**config.mk**
```make
export PLATFORM = sky130hd
export DESIGN_NAME = sad_min_tracker_flat
export DESIGN_NICKNAME = d
export VERILOG_FILES = /design/src/rtl/me_pkg.sv /design/src/rtl/sad_min_tracker_if.sv /design/src/rtl/absdiff_acc.sv /design/src/rtl/sad_min_tracker.sv /design/src/flat_wrapper.sv
export SDC_FILE = /design/constraint.sdc
export NUM_CORES = 1
export LEC_CHECK = 0
export ABC_AREA = 1
export CORE_MARGIN = 2
export CORE_UTILIZATION = 60
export DETAILED_ROUTE_END_ITERATION = 10
export DONT_BUFFER_PORTS = 1
export PLACE_DENSITY = 0.83
export REMOVE_ABC_BUFFERS = 1
export SETUP_SLACK_MARGIN = 0.02
export SLEW_MARGIN = 0
export SYNTH_ARGS = -nofsm -noshare
export SYNTH_HDL_FRONTEND = slang
export SYNTH_SLANG_ARGS = --single-unit
```
**constraint.sdc**
```tcl
create_clock -name clk -period 15.4 [get_ports clk]
set_clock_uncertainty 0.05 [all_clocks]
set_input_delay 1.54 -clock clk [delete_from_list [all_inputs] [get_ports clk]]
set_output_delay 1.54 -clock clk [all_outputs]
set_load 0.02 [all_outputs]
```
**src/rtl/me_pkg.sv**
```systemverilog
// Shared definitions for the motion-estimation SAD tracker.
//   PIX_W    : pixel width
//   SAD_W    : accumulator / SAD width (256 * 255 = 65280 fits without wrap)
//   IDX_W    : candidate index width (32 candidates per search)
//   SAD_INIT : running-minimum start value, above any reachable SAD
//   state_t  : tracker FSM encoding
//   abs_diff : unsigned magnitude of the difference of two pixels
package me_pkg;

    localparam int PIX_W = 8;
    localparam int SAD_W = 16;
    localparam int IDX_W = 5;

    localparam logic [SAD_W-1:0] SAD_INIT = 16'hFFFF;

    typedef enum logic [1:0] {
        IDLE  = 2'd0,
        LEAD  = 2'd1,
        ACCUM = 2'd2,
        DONE  = 2'd3
    } state_t;

    function automatic logic [PIX_W-1:0] abs_diff(input logic [PIX_W-1:0] a,
                                                  input logic [PIX_W-1:0] b);
        return (a >= b) ? (a - b) : (b - a);
    endfunction

endpackage

```
**src/rtl/sad_min_tracker_if.sv**
```systemverilog
// Pixel-stream / result bundle between the search-window controller and
// the SAD tracker.
//
// Handshake: there is no backpressure. `start` is a one-cycle pulse that
// opens (or restarts) a search; `c`/`p`/`p_prime` carry one valid pixel
// per cycle while the tracker is accumulating and are ignored otherwise.
// `done` is a one-cycle pulse and `best_sad`/`best_idx` are valid on it.
//
//   start, c, p, p_prime       : controller -> tracker
//   busy, done, best_sad,
//   best_idx, dbg_state        : tracker -> controller / result register
interface sad_min_tracker_if;
    import me_pkg::*;

    logic               start;
    logic [PIX_W-1:0]   c;
    logic [PIX_W-1:0]   p;
    logic [PIX_W-1:0]   p_prime;
    logic               busy;
    logic               done;
    logic [SAD_W-1:0]   best_sad;
    logic [IDX_W-1:0]   best_idx;
    state_t             dbg_state;

    modport master (
        output start, c, p, p_prime,
        input  busy, done, best_sad, best_idx, dbg_state
    );

    modport slave (
        input  start, c, p, p_prime,
        output busy, done, best_sad, best_idx, dbg_state
    );

endinterface

```
**src/rtl/absdiff_acc.sv**
```systemverilog
// One SAD lane: absolute difference of two pixels accumulated into a
// 16-bit register. sum_o is the combinational running total including the
// current pixel, so the owner can compare the finished SAD on the last
// pixel of a candidate while the register clears on that same edge.
//
//   clk, reset : clock, synchronous active-low reset
//   en_i       : accumulate this cycle
//   clr_i      : clear the accumulator (wins over en_i)
//   a_i, b_i   : pixels to difference
//   sum_o      : accumulator + |a_i - b_i|
module absdiff_acc
    import me_pkg::*;
(
    input  logic               clk,
    input  logic               reset,
    input  logic               en_i,
    input  logic               clr_i,
    input  logic [PIX_W-1:0]   a_i,
    input  logic [PIX_W-1:0]   b_i,
    output logic [SAD_W-1:0]   sum_o
);

    logic [SAD_W-1:0] acc_q;
    logic [SAD_W-1:0] acc_d;
    logic [PIX_W-1:0] diff;

    always_comb begin
        diff  = abs_diff(a_i, b_i);
        sum_o = acc_q + {{(SAD_W-PIX_W){1'b0}}, diff};
    end

    always_comb begin
        acc_d = acc_q;
        if (clr_i) begin
            acc_d = '0;
        end else if (en_i) begin
            acc_d = sum_o;
        end
    end

    always_ff @(posedge clk) begin
        if (!reset) begin
            acc_q <= '0;
        end else begin
            acc_q <= acc_d;
        end
    end

endmodule

```
**src/rtl/sad_min_tracker.sv**
```systemverilog
// SAD minimum tracker. After a `start` pulse it waits LEAD_CYCLES cycles,
// then accumulates NUM_PAIRS * PIX_PER_CAND pixels, computing the SAD of two
// candidates per pair (even from p, odd from p_prime), and keeps the lowest
// SAD and its candidate index. The result is published with a one-cycle
// `done`. A `start` at any time (re)opens a search.
//
//   clk, reset : clock, synchronous active-low reset
//   bus        : sad_min_tracker_if.slave (start/pixels in, status/result out)
//
// PIX_PER_CAND and NUM_PAIRS are expected to be powers of two so the pixel
// counter splits cleanly into {pair, pixel-in-pair}; LEAD_CYCLES >= 1.
module sad_min_tracker
    import me_pkg::*;
#(
    parameter int LEAD_CYCLES  = 16,
    parameter int PIX_PER_CAND = 256,
    parameter int NUM_PAIRS    = 16
) (
    input  logic             clk,
    input  logic             reset,
    sad_min_tracker_if.slave bus
);

    localparam int PIX_BITS  = $clog2(PIX_PER_CAND);
    localparam int PAIR_BITS = $clog2(NUM_PAIRS);
    localparam int CNT_W     = PIX_BITS + PAIR_BITS;
    localparam int LEAD_W    = $clog2(LEAD_CYCLES + 1);

    localparam logic [LEAD_W-1:0]    LEAD_LAST = LEAD_W'(LEAD_CYCLES - 1);
    localparam logic [PIX_BITS-1:0]  PIX_LAST  = PIX_BITS'(PIX_PER_CAND - 1);
    localparam logic [PAIR_BITS-1:0] PAIR_LAST = PAIR_BITS'(NUM_PAIRS - 1);

    // ------------------------------------------------------------------
    // State
    // ------------------------------------------------------------------
    state_t             state_q,    state_d;
    logic [LEAD_W-1:0]  lead_cnt_q, lead_cnt_d;
    logic [CNT_W-1:0]   cnt_q,      cnt_d;
    logic [SAD_W-1:0]   min_q,      min_d;
    logic [IDX_W-1:0]   idx_q,      idx_d;
    logic [SAD_W-1:0]   best_sad_q, best_sad_d;
    logic [IDX_W-1:0]   best_idx_q, best_idx_d;

    logic [PIX_BITS-1:0]  pix_in_pair;
    logic [PAIR_BITS-1:0] pair_k;
    logic                 accum;
    logic                 pair_end;
    logic                 search_end;
    logic [IDX_W-1:0]     idx_even;
    logic [IDX_W-1:0]     idx_odd;

    logic [SAD_W-1:0]     sum_a;
    logic [SAD_W-1:0]     sum_b;
    logic [SAD_W-1:0]     min_a, min_b;
    logic [IDX_W-1:0]     idx_a, idx_b;

    always_comb begin
        pix_in_pair = cnt_q[PIX_BITS-1:0];
        pair_k      = cnt_q[CNT_W-1:PIX_BITS];
        accum       = (state_q == ACCUM);
        pair_end    = accum && (pix_in_pair == PIX_LAST);
        search_end  = pair_end && (pair_k == PAIR_LAST);
        idx_even    = IDX_W'({pair_k, 1'b0});
        idx_odd     = IDX_W'({pair_k, 1'b1});
    end

    // ------------------------------------------------------------------
    // Two accumulation lanes. They clear on a new search and at the end
    // of every pair, on the same edge the finished sums are compared.
    // ------------------------------------------------------------------
    absdiff_acc u_lane_a (
        .clk   (clk),
        .reset (reset),
        .en_i  (accum),
        .clr_i (bus.start || pair_end),
        .a_i   (bus.p),
        .b_i   (bus.c),
        .sum_o (sum_a)
    );

    absdiff_acc u_lane_b (
        .clk   (clk),
        .reset (reset),
        .en_i  (accum),
        .clr_i (bus.start || pair_end),
        .a_i   (bus.p_prime),
        .b_i   (bus.c),
        .sum_o (sum_b)
    );

    // Even candidate is compared first, odd candidate against the result,
    // strict less-than so a tie keeps the lower index.
    always_comb begin
        min_a = min_q;
        idx_a = idx_q;
        if (sum_a < min_a) begin
            min_a = sum_a;
            idx_a = idx_even;
        end
        min_b = min_a;
        idx_b = idx_a;
        if (sum_b < min_b) begin
            min_b = sum_b;
            idx_b = idx_odd;
        end
    end

    // ------------------------------------------------------------------
    // FSM: state register
    // ------------------------------------------------------------------
    always_ff @(posedge clk) begin
        if (!reset) begin
            state_q <= IDLE;
        end else begin
            state_q <= state_d;
        end
    end

    // ------------------------------------------------------------------
    // FSM: next state. start is accepted in every state and always
    // (re)enters LEAD, which makes aborts and back-to-back searches uniform.
    // ------------------------------------------------------------------
    always_comb begin
        state_d = state_q;
        if (bus.start) begin
            state_d = LEAD;
        end else begin
            case (state_q)
                IDLE:    state_d = IDLE;
                LEAD:    if (lead_cnt_q == LEAD_LAST) state_d = ACCUM;
                ACCUM:   if (search_end) state_d = DONE;
                DONE:    state_d = IDLE;
                default: state_d = IDLE;
            endcase
        end
    end

    // ------------------------------------------------------------------
    // FSM: outputs
    // ------------------------------------------------------------------
    always_comb begin
        bus.busy      = (state_q == LEAD) || (state_q == ACCUM);
        bus.done      = (state_q == DONE);
        bus.best_sad  = best_sad_q;
        bus.best_idx  = best_idx_q;
        bus.dbg_state = state_q;
    end

    // ------------------------------------------------------------------
    // Counters and min tracking
    // ------------------------------------------------------------------
    always_comb begin
        lead_cnt_d = lead_cnt_q;
        cnt_d      = cnt_q;
        min_d      = min_q;
        idx_d      = idx_q;
        best_sad_d = best_sad_q;
        best_idx_d = best_idx_q;

        if (bus.start) begin
            lead_cnt_d = '0;
            cnt_d      = '0;
            min_d      = SAD_INIT;
            idx_d      = '0;
        end else begin
            if (state_q == LEAD) begin
                lead_cnt_d = lead_cnt_q + LEAD_W'(1);
            end
            if (accum) begin
                // Wraps to 0 after the last pixel of the search.
                cnt_d = cnt_q + CNT_W'(1);
            end
            if (pair_end) begin
                min_d = min_b;
                idx_d = idx_b;
            end
            // Results are only published at the end of a full search,
            // so intermediate minima never reach the outputs.
            if (search_end) begin
                best_sad_d = min_b;
                best_idx_d = idx_b;
            end
        end
    end

    always_ff @(posedge clk) begin
        if (!reset) begin
            lead_cnt_q <= '0;
            cnt_q      <= '0;
            min_q      <= '0;
            idx_q      <= '0;
            best_sad_q <= '0;
            best_idx_q <= '0;
        end else begin
            lead_cnt_q <= lead_cnt_d;
            cnt_q      <= cnt_d;
            min_q      <= min_d;
            idx_q      <= idx_d;
            best_sad_q <= best_sad_d;
            best_idx_q <= best_idx_d;
        end
    end

endmodule

```
**src/flat_wrapper.sv**
```systemverilog
// flat-port wrapper written by rule: the top's interface ports become plain ports
module sad_min_tracker_flat import me_pkg::*;
#(
    parameter int LEAD_CYCLES  = 16,
    parameter int PIX_PER_CAND = 256,
    parameter int NUM_PAIRS    = 16
)
  (clk, reset, bus_start, bus_c, bus_p, bus_p_prime, bus_busy, bus_done, bus_best_sad, bus_best_idx, bus_dbg_state);
  sad_min_tracker_if bus_i ();
  input  logic clk;
  input  logic reset;
  input wire logic [$bits(bus_i.start)-1:0] bus_start;
  input wire logic [$bits(bus_i.c)-1:0] bus_c;
  input wire logic [$bits(bus_i.p)-1:0] bus_p;
  input wire logic [$bits(bus_i.p_prime)-1:0] bus_p_prime;
  output wire logic [$bits(bus_i.busy)-1:0] bus_busy;
  output wire logic [$bits(bus_i.done)-1:0] bus_done;
  output wire logic [$bits(bus_i.best_sad)-1:0] bus_best_sad;
  output wire logic [$bits(bus_i.best_idx)-1:0] bus_best_idx;
  output wire logic [$bits(bus_i.dbg_state)-1:0] bus_dbg_state;
  assign bus_i.start = bus_start;
  assign bus_i.c = bus_c;
  assign bus_i.p = bus_p;
  assign bus_i.p_prime = bus_p_prime;
  assign bus_busy = bus_i.busy;
  assign bus_done = bus_i.done;
  assign bus_best_sad = bus_i.best_sad;
  assign bus_best_idx = bus_i.best_idx;
  assign bus_dbg_state = bus_i.dbg_state;
  sad_min_tracker #(.LEAD_CYCLES(LEAD_CYCLES), .PIX_PER_CAND(PIX_PER_CAND), .NUM_PAIRS(NUM_PAIRS)) u_core (.clk(clk), .reset(reset), .bus(bus_i));
endmodule
```
### Word-level counts from Yosys, hierarchy flattened

Index checks and enable logic that the tools add are counted.

| cells by class | value |
|---|---|
| add/sub/neg operators | 8 |
| equality and inequality tests | 10 |
| magnitude comparators | 4 |
| reductions and logical operators | 12 |
| mux-type cells | 12 |
| bitwise operators | 2 |

Operator list:

| operator | number |
|---|---|
| 16-bit 2-to-1 mux | 4 |
| 16-bit by 8-bit adder with 16-bit output | 2 |
| 16-bit < comparator | 2 |
| 8-bit subtractor | 4 |
| 8-bit greater-or-equal comparator | 2 |
| 8-bit 2-to-1 mux | 2 |
| 12-bit by 1-bit adder with 12-bit output (second input constant) | 1 |
| 5-bit 2-to-1 mux | 2 |
| 8-bit == test (second input constant) | 1 |
| 2-bit one-hot mux with 3 select lines | 1 |
| 2-bit AND reduction | 3 |
| 2-bit OR reduction | 3 |
| 5-bit by 1-bit adder with 5-bit output (second input constant) | 1 |
| 5-bit by 4-bit == test with 1-bit output (second input constant) | 1 |
| 2-bit == test (second input constant) | 2 |
| 4-bit == test (second input constant) | 1 |
| 2-bit 2-to-1 mux | 2 |
| 3-bit by 2-bit != test with 1-bit output (second input constant) | 1 |
| 3-bit != test (second input constant) | 1 |
| 2-bit by 1-bit == test with 1-bit output (second input constant) | 1 |
| 1-bit logical AND | 2 |
| 2-bit logical NOT | 1 |
| 1-bit logical OR | 2 |
| 2-bit by 1-bit != test with 1-bit output (second input constant) | 1 |
| other kinds (4) | 5 |

| storage, ports and cells | value |
|---|---|
| output and inout port bits | 25 |
| bits of input ports | 27 |
| bits in registers | 93 |
| word-level logic and storage cells | 58 |

### Logic depth before layout (Yosys ltp)

| depth | value |
|---|---|
| depth in word-level cells | 9 |
| mapped depth | 46 |
| depth with buffers taken out | 43 |

### Hierarchy

From an unflattened synthesis, not the netlist that was laid out.

| unflattened totals | value |
|---|---|
| cell total of the unflattened synthesis | 1342 |
| area, all modules | 8144.1 µm² |

By module, submodules not included:

| module | area an instance (µm²) | instances | cells each | sequential area each (µm²) |
|---|---|---|---|---|
| sad_min_tracker | 3900.0 | 1 | 608 | 1221.2 |
| absdiff_acc (u_core.u_lane_a) | 2128.3 | 1 | 369 | 320.3 |
| absdiff_acc (u_core.u_lane_b) | 2115.8 | 1 | 365 | 320.3 |

### Worst setup path after synthesis

No wires, ideal clock.

| path | value |
|---|---|
| kind | input -> register |
| start | input port bus_p[0] |
| end | register u_core.min_q[9] |
| path slack | 7.853 ns |
| buffers on the path | 3 |
| setup time | 0.109 ns |
| data arrival time | 7.388 ns |
| stages | 42 |
| required time | 15.241 ns |
| path through | inv_1 -> ha_1 -> inv_1 -> fa_1 -> a221o_1 -> nand2_1 -> nand3_2 -> inv_1 -> o21ai_0 -> o21ai_0 -> xnor2_1 -> inv_1 -> ha_1 -> nand2_1 -> o21ai_0 -> nand2_1 -> a21oi_1 -> xor2_1 -> [6 not listed] -> nor2_1 -> nand2_1 -> buf_2 -> clkbuf_1 -> o21ai_0 -> inv_1 -> ha_1 -> nand2_1 -> inv_1 -> o21bai_1 -> a21oi_1 -> a2111oi_0 -> nand2_1 -> buf_2 -> nand2_1 -> nand3_1 -> nand2_1 -> inv_1 |

| between the ends | value |
|---|---|
| cells in the longest elaborated chain, start to end | 9 |
| elaborated cells on any way between the ends | 11 |
| those cells by class | add/sub (3); order compare (3); mux (5) |

Ends and longest elaborated chain:

| item | line | text |
|---|---|---|
| start: declaration | flat_wrapper.sv:14 | `input wire logic [$bits(bus_i.p)-1:0] bus_p;` |
| 8-bit subtractor / 8-bit greater-or-equal comparator (equally long branches) | me_pkg.sv:25 | `return (a >= b) ? (a - b) : (b - a);` |
| 8-bit 2-to-1 mux * | me_pkg.sv:25 |  |
| 16-bit by 8-bit adder with 16-bit output * | absdiff_acc.sv:29 | `sum_o = acc_q + {{(SAD_W-PIX_W){1'b0}}, diff};` |
| net u_core.sum_a[9] | sad_min_tracker.sv:52 | `logic [SAD_W-1:0] sum_a;` |
| 16-bit < comparator | sad_min_tracker.sv:96 | `if (sum_a < min_a) begin` |
| 16-bit 2-to-1 mux * | sad_min_tracker.sv:96 |  |
| 16-bit < comparator | sad_min_tracker.sv:102 | `if (sum_b < min_b) begin` |
| 16-bit 2-to-1 mux * | sad_min_tracker.sv:102 |  |
| 16-bit 2-to-1 mux * | sad_min_tracker.sv:173 | `if (pair_end) begin` |
| 16-bit 2-to-1 mux * | sad_min_tracker.sv:160 | `if (bus.start) begin` |
| end signal: assignment | sad_min_tracker.sv:197 | `min_q <= min_d;` |
| end: declaration | sad_min_tracker.sv:39 | `logic [SAD_W-1:0] min_q, min_d;` |

The timed path passes the listed nets; every way through them passes the cells marked *. The select of a mux whose other input is x is not followed.
A chain may end at the register's enable or synchronous reset.

### Worst setup path in the final report

| path | value |
|---|---|
| start | input port bus_p[0] |
| end | register u_core.min_q[11] |

Same word-level chain as after synthesis.

==> run_results.csv <==
group,metric,value,unit
status,status,"finished, final reports clean",
critical_path,path_max_fanout,30,
critical_path,worstPathRequired,15610,ps
drt,ant_nets,0,
cells_and_area,nets,1175,
clocking,path_clk_slew,70,ps
synth,synth_area_leader_cell,"dfxtp_1",
sta,setup_violations,0,
drt,drc_errors,0,
synth,seq_area_frac_synth,0.259,
floorplanning,die_w,113,um
place,dp_hpwl,11900,um
synth,synth.most_common_cell,"inv_1",
global_routing,grt_pass1_wl,27800,um
place,port_buffers,0,
pwr,p_per_area,96.9,nW/um^2
floorplanning,rows,39,
global_routing,use_met3,0.0531,
global_routing,grt_pass1_vias,6182,
sta,finalSetupTns,0,ps
sta,timing.final.crit_period,8560,ps
sta,setup_ws,6840,ps
drt,dr.pass1.iters,5,
hold_path,holdCritPathClass,"reg -> reg",
global_routing,grt_max_degree,43,
synth,synthTopCellsByCount,"221 x inv_1, 216 x nand2_1, 93 x dfxtp_1, 84 x ha_1, 80 x o21ai_0",
drt,drt-total-wl,15900,um
synth,yosys_warnings,0,
cells_and_area,drive_gt1_frac,0.0329,
global_routing,antenna_found_initial,0,
critical_path,start_kind,"input pin",
synth,synthCells,1072,
sta,final.period_utilization,0.556,
drt,wl_per_cell,13.2,um
sta,max_freq,0.117,GHz
synth,synth_ff_type,"dfxtp_1",
cells_and_area,n_antenna_cell,0,
clocking,htree_levels,3,
global_routing,use_met1,0.351,
floorplanning,pin_count,52,
sta,hold_viol,0,
floorplanning,core,11600,um^2
pwr,power,0.736,mW
drt,dr_total_vias,6484,
floorplanning,start_util,0.622,
synth,ys_top_cells_by_area,"dfxtp_1 26%, ha_1 15%, inv_1 12%",
critical_path,worst-endpoint-arrival,8760,ps
clocking,clk_path_buf_depth,2,
global_routing,met2_usage,0.430,
synth,yosys.area.top_type_share,0.259,
clocking,cts_tree,"yes",
clocking,post_cts_resized,0,
critical_path,crit_type,"in -> reg",
critical_path,cpMaxStageDelayCell,"nand2_1",
pwr,total_leakage_power,4.01,nW
sta,rsz0062_at_grt,"no",
hold_path,hp-start,"u_core.idx_q[4]$_SDFFE_PP0P_",
critical_path,reg2reg_from,"u_core.u_lane_a.acc_q[2]$_SDFFE_PP0N_",
clocking,hold_buffers,0,
floorplanning,die_area,12900,um^2
critical_path,end_kind,"flop",
global_routing,grt.busiest_layer,"met2",
place,dp_slack,6610,ps
critical_path,slowest_delay,580,ps
sta,relSlewSlack,0.203,
global_routing,overflow,0,
cells_and_area,final_area,7600,um^2
critical_path,path_common_cell,"nand2_1",
place,placed_area,7290,um^2
sta,worst_pin_slew,1190,ps
clocking,numCtsBuffers,9,
clocking,clock_latency,360,ps
floorplanning,die_h,113,um
clocking,clockRootBuffer,"clkbuf_16",
pwr,worst_ir_drop_vdd,54.3,uV
critical_path,startpoint,"bus_p[0]",
synth,synth_edf_count,0,
drt,viasPerCell,5.38,
place,place_congestion,0.941,
synth,ys_types,39,
sta,hold_slack,405,ps
sta,drv_slew,0,
global_routing,grt_usage,0.261,
cells_and_area,syn2layout_area_growth,5.66,%
synth,async_flop_share,0,
clocking,clock-sinks,93,
synth,synth-seq-cells,93,
synth,syn-mean-instance-area,6.71,um^2
drt,drt-initial-drc-count,366,
job,drv_cap,0,
synth,syn_area,7190,um^2
clocking,post-cts-setup-buffers,0,
[path summary, 6_finish.rpt]
check,end,slack [ps],cells past startpoint
worst min-delay path,u_core.idx_q[4]$_SDFFE_PP0P_,410,2
worst max register to register,u_core.min_q[11]$_SDFFE_PN0P_,9400,30
worst max-delay path,u_core.min_q[11]$_SDFFE_PN0P_,6840,41
worst min register to register,u_core.idx_q[4]$_SDFFE_PP0P_,410,2
[cells by family after synthesis]
logic type | Yosys count | share of synthesized area
flops | 93 | 0.259
simple gates | 395 | 0.235
xor+xnor | 40 | 0.0487
compound gates | 199 | 0.158
fa+ha+maj | 90 | 0.163
mux | 2 | 0.00278
buf+inv | 253 | 0.135
[layer usage]
| metal | vias to the layer above | wire [um] |
|---|---|---|
| li1 | 3387 | - |
| met1 | 2943 | 7830 |
| met2 | 140 | 7090 |
| met3 | 14 | 780 |
| met4 | 0 | 185 |
| met5 | - | 0 |
[power breakdown]
part / internal [mW] / switching, mW
clock: 0.132 / 0.102
combinational: 0.0827 / 0.170
sequential: 0.246 / 0.00438
[metrics by stage]
step,util,std cells
6_report,0.657,1206
5_1_grt,0.657,1206
4_1_cts,0.657,1206
3_5_place_dp,0.630,1190
3_3_place_gp,0.630,1190
2_1_floorplan,-,1041
[state kept, by name, indices dropped and copies added (netlist names)]
signal and flops:
u_core.bus.best_idx 5, u_core.bus.best_sad 16, u_core.bus.dbg_state 2, u_core.cnt_q 12
u_core.idx_q 5, u_core.lead_cnt_q 5, u_core.min_q 16, u_core.u_lane_a.acc_q 16
u_core.u_lane_b.acc_q 16
[layout by cell type, fill, tap and decap left out, types with 2 or more instances in the layout]
master / Yosys / layout
o21bai_1: 3 / 3
nand3_2: 2 / 2
inv_1: 221 / 221
a21oi_1: 69 / 69
a221o_1: 2 / 2
nor2_1: 64 / 64
dfxtp_1: 93 / 93
o21ai_0: 80 / 80
ha_1: 84 / 84
mux2i_1: 2 / 2
nor2_2: 2 / 2
clkbuf_16: 0 / 9
nor3_1: 14 / 14
a211oi_1: 3 / 3
nand4_1: 11 / 11
buf_4: 2 / 6
o21a_1: 24 / 24
o211ai_1: 3 / 3
nand2_1: 216 / 216
a31oi_1: 4 / 4
a21o_1: 2 / 2
fa_1: 6 / 6
a221oi_1: 4 / 4
nor3_2: 2 / 2
xnor2_1: 10 / 10
nand3_1: 77 / 77
clkinv_4: 0 / 2
and3_1: 3 / 3
xor2_1: 30 / 30
[cell type report]
class | instances | area, um^2
timing repair buffer | 6 | 45.0
fill | 1039 | 3970
tap | 143 | 179
multi-input combinational | 726 | 4370
inverter | 222 | 833
sequential | 93 | 1860
clock inverter | 6 | 71.3
clock buffer | 10 | 239
[worst max-delay path, delay by kind of cell]
family	cells	cell delay, ps
AND/OR/NAND/NOR	15	2400
XOR/XNOR	2	430
AO/OA/AOI/OAI	10	1990
adder cells (fa/ha/maj)	5	1500
buffers and inverters	9	900
No activity file was read; power rests on OpenSTA's default activity.
